**src/rtl/div_uns_pkg.sv**
```systemverilog
// div_uns_pkg
// Shared definitions for the iterative unsigned restoring divider:
//   - div_state_e : controller states (IDLE / CALC / DONE)
//   - iter_count  : number of iteration cycles for a given dividend width
//                   and quotient bits per cycle
//   - bpc_legal   : parameter legality check used at elaboration
package div_uns_pkg;

    typedef enum logic [1:0] {
        IDLE = 2'd0,
        CALC = 2'd1,
        DONE = 2'd2
    } div_state_e;

    // One iteration cycle resolves bpc quotient bits.
    function automatic int iter_count(input int wx, input int bpc);
        return wx / bpc;
    endfunction

    // Only 1, 2 or 4 bits per cycle are supported, and they must tile the
    // dividend exactly so the last iteration lands on bit 0.
    function automatic bit bpc_legal(input int bpc, input int wx);
        return ((bpc == 1) || (bpc == 2) || (bpc == 4)) && ((wx % bpc) == 0);
    endfunction

endpackage

```
**src/rtl/div_uns_step.sv**
```systemverilog
// div_uns_step
// One combinational restoring-division step.
// Ports:
//   rem_i  [widthY:0]   partial remainder entering the step (always < div_i)
//   bit_i               next dividend bit, shifted in at the LSB
//   div_i  [widthY-1:0] divisor
//   rem_o  [widthY:0]   partial remainder leaving the step
//   q_o                 resolved quotient bit
module div_uns_step #(
    parameter int widthY = 16
) (
    input  logic [widthY:0]   rem_i,
    input  logic              bit_i,
    input  logic [widthY-1:0] div_i,
    output logic [widthY:0]   rem_o,
    output logic              q_o
);

    logic [widthY+1:0] shifted;
    logic [widthY:0]   diff;
    logic              ge;

    always_comb begin
        shifted = {rem_i, bit_i};
        ge      = (shifted >= {2'b00, div_i});
        // When ge holds the true difference is below the divisor, so the
        // low widthY+1 bits of the subtraction are exact.
        diff    = shifted[widthY:0] - {1'b0, div_i};
        rem_o   = ge ? diff : shifted[widthY:0];
        q_o     = ge;
    end

endmodule

```
**src/rtl/div_uns_seq.sv**
```systemverilog
// div_uns_seq
// Iterative unsigned restoring divider: Q = X / Y, R = X mod Y, resolving
// bitsPerCycle quotient bits per clock. Valid/ready on both sides.
// Ports:
//   clk_i        clock
//   rst_ni       synchronous active-low reset
//   in_valid_i   operands valid          in_ready_o   operands accepted (IDLE)
//   X [widthX]   dividend                Y [widthY]   divisor
//   out_valid_o  result valid (DONE)     out_ready_i  consumer takes result
//   Q [widthX]   quotient                R [widthY]   remainder
//   dz_o         divide-by-zero flag, present only when DIVUNS_DZ_FLAG_EN
//                is defined
// Divide by zero returns Q = all ones, R = X (truncated/zero-extended) one
// cycle after accept.
module div_uns_seq
    import div_uns_pkg::*;
#(
    parameter int widthX       = 16,
    parameter int widthY       = 16,
    parameter int bitsPerCycle = 1
) (
`ifdef DIVUNS_DZ_FLAG_EN
    output logic              dz_o,
`endif
    input  logic              clk_i,
    input  logic              rst_ni,
    input  logic              in_valid_i,
    output logic              in_ready_o,
    input  logic [widthX-1:0] X,
    input  logic [widthY-1:0] Y,
    output logic              out_valid_o,
    input  logic              out_ready_i,
    output logic [widthX-1:0] Q,
    output logic [widthY-1:0] R
);

    localparam int ITER = iter_count(widthX, bitsPerCycle);
    localparam int CW   = $clog2(ITER + 1);

    generate
        if (!bpc_legal(bitsPerCycle, widthX)) begin : g_bad_bpc
            $error("div_uns_seq: bitsPerCycle must be 1, 2 or 4 and divide widthX");
        end
    endgenerate

    div_state_e        state_q, state_d;
    logic [widthX-1:0] quot_q, quot_d;    // dividend in, quotient shifts out
    logic [widthY:0]   rem_q, rem_d;      // partial remainder
    logic [widthY-1:0] div_q, div_d;
    logic [CW-1:0]     cnt_q, cnt_d;

    // Chain of bitsPerCycle restoring steps fed from the registered state.
    logic [widthY:0]       rem_chain [bitsPerCycle+1];
    logic [bitsPerCycle-1:0] q_bits;
    logic [widthX-1:0]     quot_step;

    assign rem_chain[0] = rem_q;

    generate
        for (genvar gi = 0; gi < bitsPerCycle; gi++) begin : g_step
            div_uns_step #(.widthY(widthY)) u_step (
                .rem_i (rem_chain[gi]),
                .bit_i (quot_q[widthX-1-gi]),
                .div_i (div_q),
                .rem_o (rem_chain[gi+1]),
                .q_o   (q_bits[bitsPerCycle-1-gi])
            );
        end
    endgenerate

    // Consumed dividend bits leave at the top, new quotient bits enter below.
    assign quot_step = (quot_q << bitsPerCycle) | widthX'(q_bits);

    always_comb begin
        state_d     = state_q;
        quot_d      = quot_q;
        rem_d       = rem_q;
        div_d       = div_q;
        cnt_d       = cnt_q;
        in_ready_o  = 1'b0;
        out_valid_o = 1'b0;
        case (state_q)
            IDLE: begin
                in_ready_o = 1'b1;
                if (in_valid_i) begin
                    div_d = Y;
                    if (Y == '0) begin
                        quot_d  = '1;
                        rem_d   = {1'b0, widthY'(X)};
                        cnt_d   = '0;
                        state_d = DONE;
                    end else begin
                        quot_d  = X;
                        rem_d   = '0;
                        cnt_d   = CW'(ITER);
                        state_d = CALC;
                    end
                end
            end
            CALC: begin
                quot_d = quot_step;
                rem_d  = rem_chain[bitsPerCycle];
                cnt_d  = cnt_q - CW'(1);
                if (cnt_q == CW'(1)) begin
                    state_d = DONE;
                end
            end
            DONE: begin
                out_valid_o = 1'b1;
                if (out_ready_i) begin
                    state_d = IDLE;
                end
            end
            default: begin
                state_d = IDLE;
            end
        endcase
    end

    always_ff @(posedge clk_i) begin
        if (!rst_ni) begin
            state_q <= IDLE;
            quot_q  <= '0;
            rem_q   <= '0;
            div_q   <= '0;
            cnt_q   <= '0;
        end else begin
            state_q <= state_d;
            quot_q  <= quot_d;
            rem_q   <= rem_d;
            div_q   <= div_d;
            cnt_q   <= cnt_d;
        end
    end

    assign Q = quot_q;
    assign R = rem_q[widthY-1:0];

`ifdef DIVUNS_DZ_FLAG_EN
    logic dz_q, dz_d;

    // Captured at accept, held through backpressure, dropped on handshake.
    always_comb begin
        dz_d = dz_q;
        if ((state_q == IDLE) && in_valid_i) begin
            dz_d = (Y == '0);
        end else if ((state_q == DONE) && out_ready_i) begin
            dz_d = 1'b0;
        end
    end

    always_ff @(posedge clk_i) begin
        if (!rst_ni) begin
            dz_q <= 1'b0;
        end else begin
            dz_q <= dz_d;
        end
    end

    assign dz_o = dz_q;
`endif

endmodule
```
**config.mk**
```make
export PLATFORM = sky130hd
export DESIGN_NAME = div_uns_seq
export DESIGN_NICKNAME = d
export VERILOG_FILES = /design/src/rtl/div_uns_pkg.sv /design/src/rtl/div_uns_step.sv /design/src/rtl/div_uns_seq.sv
export SDC_FILE = /design/constraint.sdc
export NUM_CORES = 1
export LEC_CHECK = 0
export CAP_MARGIN = 30
export CORE_UTILIZATION = 30
export CTS_BUF_LIST = sky130_fd_sc_hd__clkbuf_16
export CTS_CLUSTER_DIAMETER = 40
export DETAILED_ROUTE_END_ITERATION = 7
export GPL_ROUTABILITY_DRIVEN = 0
export SLEW_MARGIN = 5
export SYNTH_ARGS = -nofsm -noshare
export SYNTH_HDL_FRONTEND = slang
export SYNTH_SLANG_ARGS = --single-unit
```
**constraint.sdc**
```tcl
create_clock -name clk_i -period 7.6 [get_ports clk_i]
set_input_delay 1.14 -clock clk_i [delete_from_list [all_inputs] [get_ports clk_i]]
set_output_delay 1.14 -clock clk_i [all_outputs]
set_load 0.03 [all_outputs]
```
-- Word-level counts from Yosys, hierarchy flattened
Cells that the tools add are included.
- reduce and logical (&&, ||, !) cells: 6
- multiplexer cells: 17
- add/sub/neg operators: 2
- equal/unequal tests: 6
- bitwise gates (word level): 1
- magnitude comparators: 1
- operator list (cell ; count):
    16-bit 2-to-1 mux ; 3
    17-bit 2-to-1 mux ; 2
    17-bit one-hot mux with 2 select lines ; 1
    16-bit one-hot mux with 2 select lines ; 1
    18-bit by 16-bit greater-or-equal comparator with 1-bit output ; 1
    17-bit by 16-bit subtractor with 17-bit output ; 1
    16-bit logical NOT ; 1
    16-bit by 1-bit bitwise OR with 16-bit output ; 1
    5-bit 2-to-1 mux ; 2
    5-bit one-hot mux with 2 select lines ; 1
    2-bit 2-to-1 mux ; 4
    2-bit inequality test, second input constant ; 3
    2-bit one-hot mux with 3 select lines ; 1
    5-bit by 1-bit equality test with 1-bit output, second input constant ; 1
    5-bit by 1-bit subtractor with 5-bit output, second input constant ; 1
    2-bit AND reduction ; 2
    3-bit AND reduction ; 1
    2-bit by 1-bit equality test with 1-bit output, second input constant ; 1
    2-bit equality test, second input constant ; 1
    2-bit logical NOT ; 1
    1-bit 2-to-1 mux ; 2
    2-bit nonzero test ; 1
- register bits after elaboration: 56
- logic and storage cells: 38
- output and inout bits: 34
- input port bits: 36

-- Longest topological paths before layout
Gate-level depths: netlist (run 1).
- word-level depth: 4
- depth in mapped cells: 12
- gate-level depth less buffers: 11

-- Hierarchy
A second synthesis (run 1) with hierarchy kept.
- cells, all modules: 496
- area total of the unflattened synthesis: 3781.1 um2
- modules (own cells, without submodules) (module ; area each (um2) ; instances ; cells an instance ; sequential area each (um2)):
    div_uns_seq ; 2712.6 ; 1 ; 337 ; 1121.1
    div_uns_step ; 1068.5 ; 1 ; 159 ; 0.0

-- Worst setup path after synthesis (run 1)
Ideal clock, no wire load.
- path kind: reg-to-reg
- start point: register quot_q[15] (netlist: Q[15])
- end point: register rem_q[10]
- path buffers: 0
- setup time: 118 ps
- path slack: 4870 ps
- cell stages (with the launch flop): 12
- period minus slack after synthesis: 2730 ps
- arrival time: 2611 ps
- data required time: 7482 ps
- path through: dfxtp_1 -> inv_1 -> ha_1 -> inv_1 -> fa_1 -> a21o_1 -> a221o_1 -> a2111oi_4 -> o21ai_2 -> mux2_4 -> a221oi_2 -> nor2_1
- longest elaborated chain between the ends: 3
- elaborated cells between the ends (all ways): 4
- classes of those cells: 1 x add/sub; 1 x order compare; 2 x mux
- ends and longest elaborated chain (item ; line ; text):
    from (decl) ; div_uns_seq.sv:47 ; logic [widthX-1:0] quot_q, quot_d;
    from (signal assigned) ; div_uns_seq.sv:129 ; quot_q <= quot_d;
    17-bit by 16-bit subtractor with 17-bit output / 18-bit by 16-bit greater-or-equal comparator with 1-bit output (equally long branches) ; div_uns_step.sv:28, div_uns_step.sv:25 ;
    17-bit 2-to-1 mux (*) ; div_uns_step.sv:29 ; rem_o = ge ? diff : shifted[widthY:0];
    17-bit one-hot mux with 2 select lines (*) ; div_uns_seq.sv:82 ; case (state_q)
    to (signal assigned) ; div_uns_seq.sv:130 ; rem_q <= rem_d;
    to (decl) ; div_uns_seq.sv:48 ; logic [widthY:0] rem_q, rem_d;
Every way passes the cells marked *; elsewhere a longest branch is shown, timed or not.
A chain may end at the register's enable or synchronous reset.

-- Worst setup path in the final report (run 1)
Ends and elaborated chain as after synthesis.

==> run metrics, run 1 <==
synthesis-stage register bit count=56; Core ar.=between 10000 and 15000 µm²; Final setup viols=0; max-slew violation count=0; die area=roughly 12000 µm²; post-layout minimum cycle time=about 3.2 ns; largest family of logic cells by synthesized area=compound AO/OA/AOI/OAI gates; EDFF count, synth=0; final setup TNS=0 ns; PortBufs=between 60 and 70; # DRC=0; CTS tree=yes; total track usage=around 16%; Worst Tran Pin Value=approximately 0.66 ns; Clk Latency, worst-skew pair=around 0.29 ns; cts bufs inserted=5; CP required=7.79 ns; Synth Net Count=just over 500; reg2reg setup slack=4.39 ns; post-synthesis instance total=between 400 and 500; Final period util=between 40 and 50%; Crit. Startpoint=Q[15]; Fin. Hold Viols=0; CTS Hold Bufs=0; most common cell after layout, fill and taps aside=nand2_1; Die Y=between 100 and 150 µm; vias after detailed routing=between 3000 and 4000; maxcap violations=0; clock sinks=56; sequential area share after synthesis=a little under a third; # H-tree levels=2; DP HPWL=7.25 mm; async set or reset register ratio after synthesis=0%; reg2reg end=rem_q[10]; CTS Buffer Depth=2; antenna violations before repair=0; xor/xnor share of the synthesized area=~3%; Final ANT Viol Nets=0; number of global-route vias before repair=around 3000; gr ovfl total=0; Synth Cell Area=3520 µm²; Antenna Cells=0; FMAX=between 300 and 400 MHz; startpoint types=register; # fillers=1187; commonest non-fill, non-tap cells in the layout=nand2_1 (73), clkdlybuf4s50_1 (69), dfxtp_1 (56); Adder-Cell Fraction of Synth Area=under 10%; cell area power density=roughly 370 nW/µm²; critical path class=reg2reg; die width=between 100 and 150 µm; drt first-iter violations=162; crit path to=rem_q[10]; vias per std cell=a little over 5; Compound-Gate Fraction of Synth Area=between 30% and 40%; status=finished, final reports clean; Worst-path clk slew=0.08 ns; Netlist cell types=51; row cnt=39; RSZ-0062 raised after global routing=false; drt first pass iters=4; Worst Clk Skew=0.00555 ns; I/O Pins=70; CP Capture Type=register; Worst Hold Class=reg2reg; postcts setup bufs=0; final total power=about 0.0016 W; largest fanout on the critical path=20; PostCTS Resize Cnt=0; largest net degree at the start of global routing=roughly 60; Avg WL per Cell=~15 µm; initial core utilization=between 30 and 40%; Yosys warnings=0; static leakage=1.66 nW; layout cells sized above 1=4.26%; Area Overhead vs Synth=24.5%; slew margin rel.=roughly 56%; Mean Syn Cell Area=7.80 µm²; first-pass GRT wire length=15.2 mm; multiplexer share of the synthesized area=around 1.8%; Simple-Gate Fraction of Synth Area=~16%; Total Wirelength=about 9.8 mm; Final Hold Slack=0.465 ns; Worst Path Arrival=3.40 ns; dominant synthesized flop cell=dfxtp_1; RR Startpoint=Q[15]; Final nets=approximately 550; Reg2Reg Depth=12; worst vdd rail ir drop=about 0.18 mV; root buffer cell=clkbuf_16
power breakdown:
| group | total (W) | internal [W] | switching (W) |
|---|---|---|---|
| sequential | 0.000416 | 0.000353 | 0.0000628 |
| combinational | 0.000960 | 0.000417 | 0.000543 |
| clock | 0.000233 | 0.000122 | 0.000111 |
| total | 0.00161 | 0.000892 | 0.000717 |
cell type report:
class,instances,area (µm²),share of cell area [%]
tap,143,179,4.08
sequential,56,1120,25.6
multi-input combinational,324,2070,47.2
timing repair buffer,75,756,17.2
clock buffer,5,125,2.85
inverter,30,113,2.57
clock inverter,3,20.0,0.457
cell families (layout without fill, tap and decap cells):
group	after synthesis	count (layout)
buffers and inverters	71	113
muxes	6	6
xor gates and xnor gates	12	12
AOI/OAI and AO/OA	157	157
DFF	56	56
and+or+nand+nor	130	130
adders and majority gates	19	19
state kept, by name (all words and copies together) (netlist names):
register,cells
div_q,16
state_q,2
rem_q,17
cnt_q,5
Q,16
Yosys cell counts, drive strengths merged (2+ instances only):
| master | n | share of area [%] |
|---|---|---|
| nand2 | 73 | 7.8 |
| dfxtp | 56 | 32 |
| a21oi | 33 | 4.7 |
| a21boi | 32 | 6.8 |
| inv | 30 | 3.2 |
| o21ai | 30 | 4.4 |
| clkbuf | 23 | 2.5 |
| nor2 | 23 | 2.5 |
| buf | 18 | 3.8 |
| ha | 18 | 6.4 |
| o221ai | 17 | 4.2 |
| o211ai | 10 | 2.1 |
| xnor2 | 7 | 1.7 |
| a31oi | 6 | 1.1 |
| o22ai | 6 | 1.1 |
| mux2i | 5 | 1.4 |
| nor2b | 5 | 0.89 |
| nor3 | 5 | 0.71 |
| xor2 | 5 | 1.2 |
| a221oi | 4 | 1.2 |
| nand3 | 4 | 0.57 |
| nor4 | 4 | 0.71 |
| a21o | 3 | 0.64 |
| and3 | 3 | 0.53 |
| o21a | 3 | 0.64 |
| and2 | 2 | 0.36 |
| and3b | 2 | 0.50 |
| nand2b | 2 | 0.36 |
| nand4 | 2 | 0.36 |
| o31ai | 2 | 0.43 |
| or3 | 2 | 0.36 |
stage by stage:
step | setup WS, ns | cell area (µm²) | cells | util (%)
after detailed placement | 4.04 | 4240 | 628 | 37.1
after floorplan | 4.87 | 3520 | 451 | -
after global placement | 3.90 | 4200 | 625 | 36.7
after CTS | 4.33 | 4380 | 636 | 38.4
after global routing | 4.09 | 4380 | 636 | 38.4
final | 4.39 | 4380 | 636 | 38.4
layer usage:
metal  part of all wire, %  up-vias  GRT usage (%)
li1                      -     1676              -
met1                    48     1504           22.3
met2                    45      101           26.0
met3                   7.1        4           2.88
met4                  0.53        0           2.73
met5                     0        -              0
critical path, stage by stage, from the launching register on:
cell and delay (ns):
dfxtp_1 0.36, inv_1 0.08, ha_1 0.16, inv_1 0.05
fa_1 0.40, a21o_1 0.23, a221o_1 0.43, a2111oi_4 0.38
o21ai_2 0.21, buf_16 0.21, mux2_4 0.30, a221oi_2 0.23
nor2_1 0.05
worst min-delay path by stage:
| stage | slack, ns | depth (start not counted) | startpoint | end |
|---|---|---|---|---|
| floorplan | 0.44 | 2 | div_q[10] | div_q[10] |
| global placement | 0.46 | 2 | div_q[3] | div_q[3] |
| detailed placement | 0.46 | 2 | div_q[13] | div_q[13] |
| finish | 0.46 | 2 | div_q[14] | div_q[14] |
| global route | 0.49 | 2 | div_q[9] | div_q[9] |
| CTS | 0.47 | 2 | div_q[13] | div_q[13] |
No activity file was read; power rests on OpenSTA's default activity.
==> inputs of run 2 (changes only) <==
==> constraint.sdc (replaced) <==
create_clock -name clk_i -period 2.9 [get_ports clk_i]
set_input_delay 0.435 -clock clk_i [delete_from_list [all_inputs] [get_ports clk_i]]
set_output_delay 0.435 -clock clk_i [all_outputs]
set_load 0.03 [all_outputs]
==> run 2 against run 1 <==
Fmax rose by 18%. Non-clock buffer count rose by 9. Cell area rose by 1.7%. Global-route usage rose by 0.71 points. Die area did not move. Sequential share of layout area fell by 0.42 points. Hold slack got worse by 0.00062 ns. Via count rose by 3.7%. Setup slack got worse by 4.2 ns. Wire length rose by 2.4%. Total power rose to 2.6 times the previous value. Final cell count rose by 1.4%. Largest power group unchanged.
==> run metrics, run 2 (synthesis results as in run 1) <==
status=finished, final reports clean; antenna violations before repair=0 (unchanged); drt first-iter violations=139 (-14%); post-layout minimum cycle time=2.73 ns (-0.482 ns); layout cells sized above 1=5.98% (+1.7 points); max-slew violation count=0 (unchanged); number of global-route vias before repair=3096 (+4.7%); Post-Place Setup Slack=0.0952 ns (-3.94 ns); die area=12200 µm² (unchanged); RSZ-0062 raised after global routing=false; Total Wirelength=10.1 mm (+2.4%); RR Startpoint=Q[15]; Multi-input gate area=2070 µm² (unchanged); CP cell instances=inv_1, ha_1, inv_1, fa_1, a21o_1, a221o_1, a2111oi_4, o21ai_2, mux2_4, a221oi_2, nor2_1; DP HPWL=7.61 mm (+4.9%); Fin. Hold Viols=0 (unchanged); total track usage=16.7% (+0.71 points); Largest Register=rem_q; Worst Hold Class=reg2reg; # DRC=0 (unchanged); Int Pwr=0.00234 W (+160%); cell area power density=954 nW/µm² (+160%); cts bufs inserted=5 (unchanged); critical path class=reg2reg; gr ovfl total=0 (unchanged); PortBufs=69 (unchanged); Clk Latency, worst-skew pair=0.29 ns (about the same); row cnt=39 (unchanged); vias per std cell=5.28 (+2.3%); Worst Clk Skew=0.00734 ns (+0.00179 ns); largest fanout on the critical path=3 (-85%); FMAX=366 MHz (+18%); maxcap violations=0 (unchanged); CP most frequent cell=inv_1; CTS Buffer Depth=2 (unchanged); CP max stage delay=0.40 ns (-0.03 ns); die width=110 µm (unchanged); register area=1120 µm² (unchanged); Final nets=556 (+1.6%); Slowest-stage cell, CP=fa_1; Crit. Startpoint=Q[15]; part of the power in registers=25.7% (about the same); Min-Delay Startpoint=div_q[10]; Final WS setup=0.170 ns (-4.22 ns); I/O Pins=70 (unchanged); CTS tree=yes; most common cell after layout, fill and taps aside=nand2_1; startpoint types=register; worst vdd rail ir drop=0.397 mV (+120%); Die Y=110 µm (unchanged); Core ar.=11400 µm² (unchanged); net switching power=0.00191 W (+170%); initial core utilization=30.8% (unchanged); drt first pass iters=5 (+1); slew margin rel.=55.5% (-0.71 points); Final setup viols=0 (unchanged); static leakage=1.70 nW (+2.6%); final setup TNS=0 ns (unchanged); largest net degree at the start of global routing=40 (-32%); # H-tree levels=2 (unchanged); Worst Tran Pin Value=0.666 ns (+0.0107 ns); Clk pwr share=14.3% (-0.2 points); commonest non-fill, non-tap cells in the layout=nand2_1 (73), clkdlybuf4s50_1 (69), dfxtp_1 (56); CP Capture Type=register; Final period util=94.1% (+52 points); Final ANT Viol Nets=0 (unchanged); Antenna Cells=0 (unchanged); first-pass GRT wire length=15.8 mm (+3.6%); Area Overhead vs Synth=26.6%; Worst Path Arrival=2.91 ns (-0.49 ns); root buffer cell=clkbuf_16; Combinational Power Share=60.0% (+0.3 points); Net Sw Frac=44.9% (+0.31 points); clock sinks=56 (unchanged); # fillers=1188 (+0.084%); vias after detailed routing=3407 (+3.7%); max reg flops=17 (unchanged); Worst-path clk slew=0.07 ns (about the same); Avg WL per Cell=15.6 µm (+0.93%); CP required=3.08 ns (-4.71 ns)
run 2: routing by layer:
| layer | share of wire [%] | up-vias | routed length, µm | GRT usage (%) |
|---|---|---|---|---|
| li1 | - | 1693 | - | - |
| met1 | 49 | 1603 | 4900 | 23.9 |
| met2 | 45 | 103 | 4500 | 26.9 |
| met3 | 5.8 | 8 | 584 | 2.29 |
| met4 | 0.72 | 0 | 72 | 2.82 |
| met5 | 0 | - | 0 | 0 |
run 2: worst paths after layout:
path                    end  slack (ns)  cells past startpoint
setup reg to reg  rem_q[10]        0.17                     11
setup / recovery  rem_q[10]        0.17                     11
hold / removal    div_q[10]        0.46                      2
hold reg to reg   div_q[10]        0.46                      2
run 2: layout make-up:
cell class	instances	share of cell area, %
clock inverter	3	0.449
inverter	30	2.53
clock buffer	5	2.81
sequential	56	25.2
tap	143	4.02
multi-input combinational	324	46.4
timing repair buffer	84	18.6
run 2: critical path, delay by kind of cell, from the launching register on:
kind / cells / cell delay (ns)
and+or+nand+nor: 1 / 0.06
DFF: 1 / 0.32
buffers and inverters: 2 / 0.11
adders and majority gates: 2 / 0.55
muxes: 1 / 0.31
AOI/OAI and AO/OA: 5 / 1.27
run 2: repair_timing:
item                       in CTS  in global routing
setup endpoints to repair       0                  6
resized for setup               0                  1
setup buffers                   0                  1
hold buffers                    0                  0
run 2: metrics by stage:
stage | std cells | hold WS [ns] | util [%] | total power (W) | area (µm²)
2_1_floorplan | 451 | 0.443 | - | 0.00295 | 3520
3_3_place_gp | 636 | 0.454 | 37.7 | 0.00357 | 4300
3_5_place_dp | 636 | 0.458 | 37.7 | 0.00361 | 4300
4_1_cts | 644 | 0.468 | 39.0 | 0.00423 | 4450
5_1_grt | 645 | 0.490 | 39.0 | 0.00456 | 4460
6_report | 645 | 0.464 | 39.0 | 0.00425 | 4460
run 2: power by group through the flow:
stage | Sequential (W) | Clock (W) | Combinational [W]
after floorplan | 0.00112 | 0 | 0.00183
after global placement | 0.00111 | 0 | 0.00246
after detailed placement | 0.00111 | 0 | 0.00250
after CTS | 0.00109 | 0.000619 | 0.00251
after global routing | 0.00111 | 0.000647 | 0.00279
final | 0.00109 | 0.000608 | 0.00255
==> inputs of run 3 (changes only) <==
--- a/config.mk
+++ b/config.mk
@@ -5,7 +5,8 @@
 export SDC_FILE = /design/constraint.sdc
 export NUM_CORES = 1
 export LEC_CHECK = 0
-export CAP_MARGIN = 30
+export ABC_AREA = 1
+export CAP_MARGIN = 10
 export CORE_UTILIZATION = 30
 export CTS_BUF_LIST = sky130_fd_sc_hd__clkbuf_16
 export CTS_CLUSTER_DIAMETER = 40
==> run 3 against run 2 <==
Combinational power shrank 35%. Synthesized area grew 7.9%. Die area grew 7.7%. Via count grew 15%. Critical path depth grew 2. Critical path type unchanged. Highest routed layer unchanged.
==> run metrics, run 3 <==
CTS Hold Bufs=0 (unchanged); # H-tree levels=2 (unchanged); Worst-path clk slew=0.08 ns (about the same); synth top area cells=dfxtp_1 (30%), nand2_1 (13%), a21oi_1 (9.1%), inv_1 (7.6%), nand3_1 (6.1%); Core Util, Final=38.4% (-0.62 points); static leakage=2.12 nW (+25%); Avg WL per Cell=13.7 µm (-12%); Largest Register=rem_q; Antenna Cells=0 (unchanged); postcts setup bufs=0 (unchanged); Final period util=79.1% (-15 points); status=finished, final reports clean; Die Y=115 µm (+3.8%); # fillers=1271 (+7.0%); worst vdd rail ir drop=0.268 mV (-32%); critical path class=reg2reg; cell area power density=703 nW/µm² (-26%); CP max stage delay=0.44 ns (+0.04 ns); # DRC=0 (unchanged); largest net degree at the start of global routing=33 (-18%); CP Capture Type=register; maxcap violations=0 (unchanged); commonest non-fill, non-tap cells in the layout=nand2_1 (129), inv_1 (77), a21oi_1 (69), clkdlybuf4s50_1 (69); drt first pass iters=5 (unchanged); Slowest-stage cell, CP=fa_1; cts bufs inserted=5 (unchanged); max reg flops=17 (unchanged); antenna violations before repair=0 (unchanged); most frequent cells after synthesis=nand2_1 (129), inv_1 (77), a21oi_1 (69); Final nets=696 (+25%); die width=115 µm (+3.8%); post-layout minimum cycle time=2.29 ns (-0.435 ns); CP required=3.15 ns (+0.07 ns); Worst Hold Class=reg2reg; DP HPWL=8.66 mm (+14%); FMAX=436 MHz (+19%); total track usage=17.4% (+0.71 points); CTS Buffer Depth=2 (unchanged); vias per std cell=4.85 (-8.1%); CTS tree=yes; post-synthesis instance total=600 (+33%); Worst Tran Pin Value=0.598 ns (-0.0678 ns); root buffer cell=clkbuf_16; Netlist cell types=33 (-35%); Final ANT Viol Nets=0 (unchanged); layout cells sized above 1=4.36% (-1.6 points); max-slew violation count=0 (unchanged); most area-hungry cell type in the Yosys netlist=dfxtp_1; I/O Pins=70 (unchanged); RSZ-0062 raised after global routing=false; Worst Clk Skew=0.00579 ns (-0.00156 ns); Worst Path Arrival=2.55 ns (-0.36 ns); Mean Syn Cell Area=6.33 µm² (-19%); Area Overhead vs Synth=23.0%; top-count cell post-synth=nand2_1; PortBufs=69 (unchanged); Final setup viols=0 (unchanged); sequential area share after synthesis=29.5% (-2.3 points); initial core utilization=31.2% (+0.40 points); clock sinks=56 (unchanged); Synth Net Count=655 (+29%); Reg2Reg Depth=13 (+2); Synth Cell Area=3800 µm² (+7.9%); vias after detailed routing=3931 (+15%); hold depth=2 (unchanged); async set or reset register ratio after synthesis=0% (unchanged); gr ovfl total=0 (unchanged); synthesis-stage register bit count=56 (unchanged); number of global-route vias before repair=3743 (+21%); most common cell after layout, fill and taps aside=nand2_1; startpoint types=register; Core ar.=12200 µm² (+6.5%); final setup TNS=0 ns (unchanged); first-pass GRT wire length=17.9 mm (+14%); Fin. Hold Viols=0 (unchanged); Yosys warnings=0 (unchanged); PostCTS Resize Cnt=0 (unchanged); EDFF count, synth=0 (unchanged); dominant synthesized flop cell=dfxtp_1; largest fanout on the critical path=19 (+16); slew margin rel.=60.1% (+4.6 points); CP cell instances=inv_1, ha_1, inv_1, fa_1, nand3_1, nand3_1, nand2_2, nand2_4, nor2_2, nand2_1, nand3_1, nand2_1, inv_1; drt first-iter violations=211 (+52%); top cell type's share of synthesized area=29.5% (-2.3 points); Total Wirelength=11.1 mm (+10%); die area=13100 µm² (+7.7%); row cnt=40 (+2.6%); Clk Latency, worst-skew pair=0.30 ns (about the same)
-- run 3: path summary, 6_finish.rpt --
check | start | to | slack, ns
max | Q[15] | rem_q[4] | 0.61
max reg2reg | Q[15] | rem_q[4] | 0.61
min reg2reg | div_q[13] | div_q[13] | 0.46
min | div_q[13] | div_q[13] | 0.46
-- run 3: area by class of cell --
class | instances | area, µm² | share of cell area, %
Multi-Input combinational cell | 421 | 2130 | 45.5
Sequential cell | 56 | 1120 | 24.0
Timing Repair Buffer | 76 | 756 | 16.2
Inverter | 81 | 304 | 6.51
Tap cell | 168 | 210 | 4.50
Clock buffer | 5 | 125 | 2.68
Clock inverter | 3 | 27.5 | 0.589
-- run 3: worst max-delay path, delay by kind of cell (launching register included) --
kind	cells	cell delay [ns]
flip-flops	1	0.34
AND/OR/NAND/NOR	8	1.11
buffers and inverters	3	0.21
adder cells (fa/ha/maj)	2	0.58
-- run 3: kinds of logic after synthesis --
| family | share of synthesized area (%) |
|---|---|
| fa+ha+maj | 6.46 |
| compound gates | 18.1 |
| buf+inv | 14.5 |
| flops | 29.5 |
| xor+xnor | 1.85 |
| simple gates | 29.6 |
-- run 3: per-layer routing --
metal  GRT usage [%]  up-vias  wire length, µm
li1                -     2024                -
met1            21.6     1767             5090
met2            30.3      116             5190
met3            2.38       24              475
met4            6.93        0              312
met5               0        -                0
-- run 3: report_power, final --
group | switching, W | internal [W] | total, W
Combinational | 0.00105 | 0.000606 | 0.00166
Clock | 0.000316 | 0.000329 | 0.000645
Sequential | 0.000102 | 0.000877 | 0.000978
Total | 0.00147 | 0.00181 | 0.00328
-- run 3: metrics by stage --
| step | worst slack, ns | cells | power, W | hold WS [ns] | cell area [µm²] |
|---|---|---|---|---|---|
| 3_5_place_dp | 0.584 | 802 | 0.00264 | 0.450 | 4520 |
| 5_1_grt | 0.364 | 810 | 0.00354 | 0.482 | 4670 |
| 2_1_floorplan | 1.06 | 600 | 0.00220 | 0.433 | 3800 |
| 6_report | 0.605 | 810 | 0.00328 | 0.460 | 4670 |
| 3_3_place_gp | 0.589 | 802 | 0.00262 | 0.449 | 4520 |
| 4_1_cts | 0.631 | 810 | 0.00329 | 0.462 | 4670 |
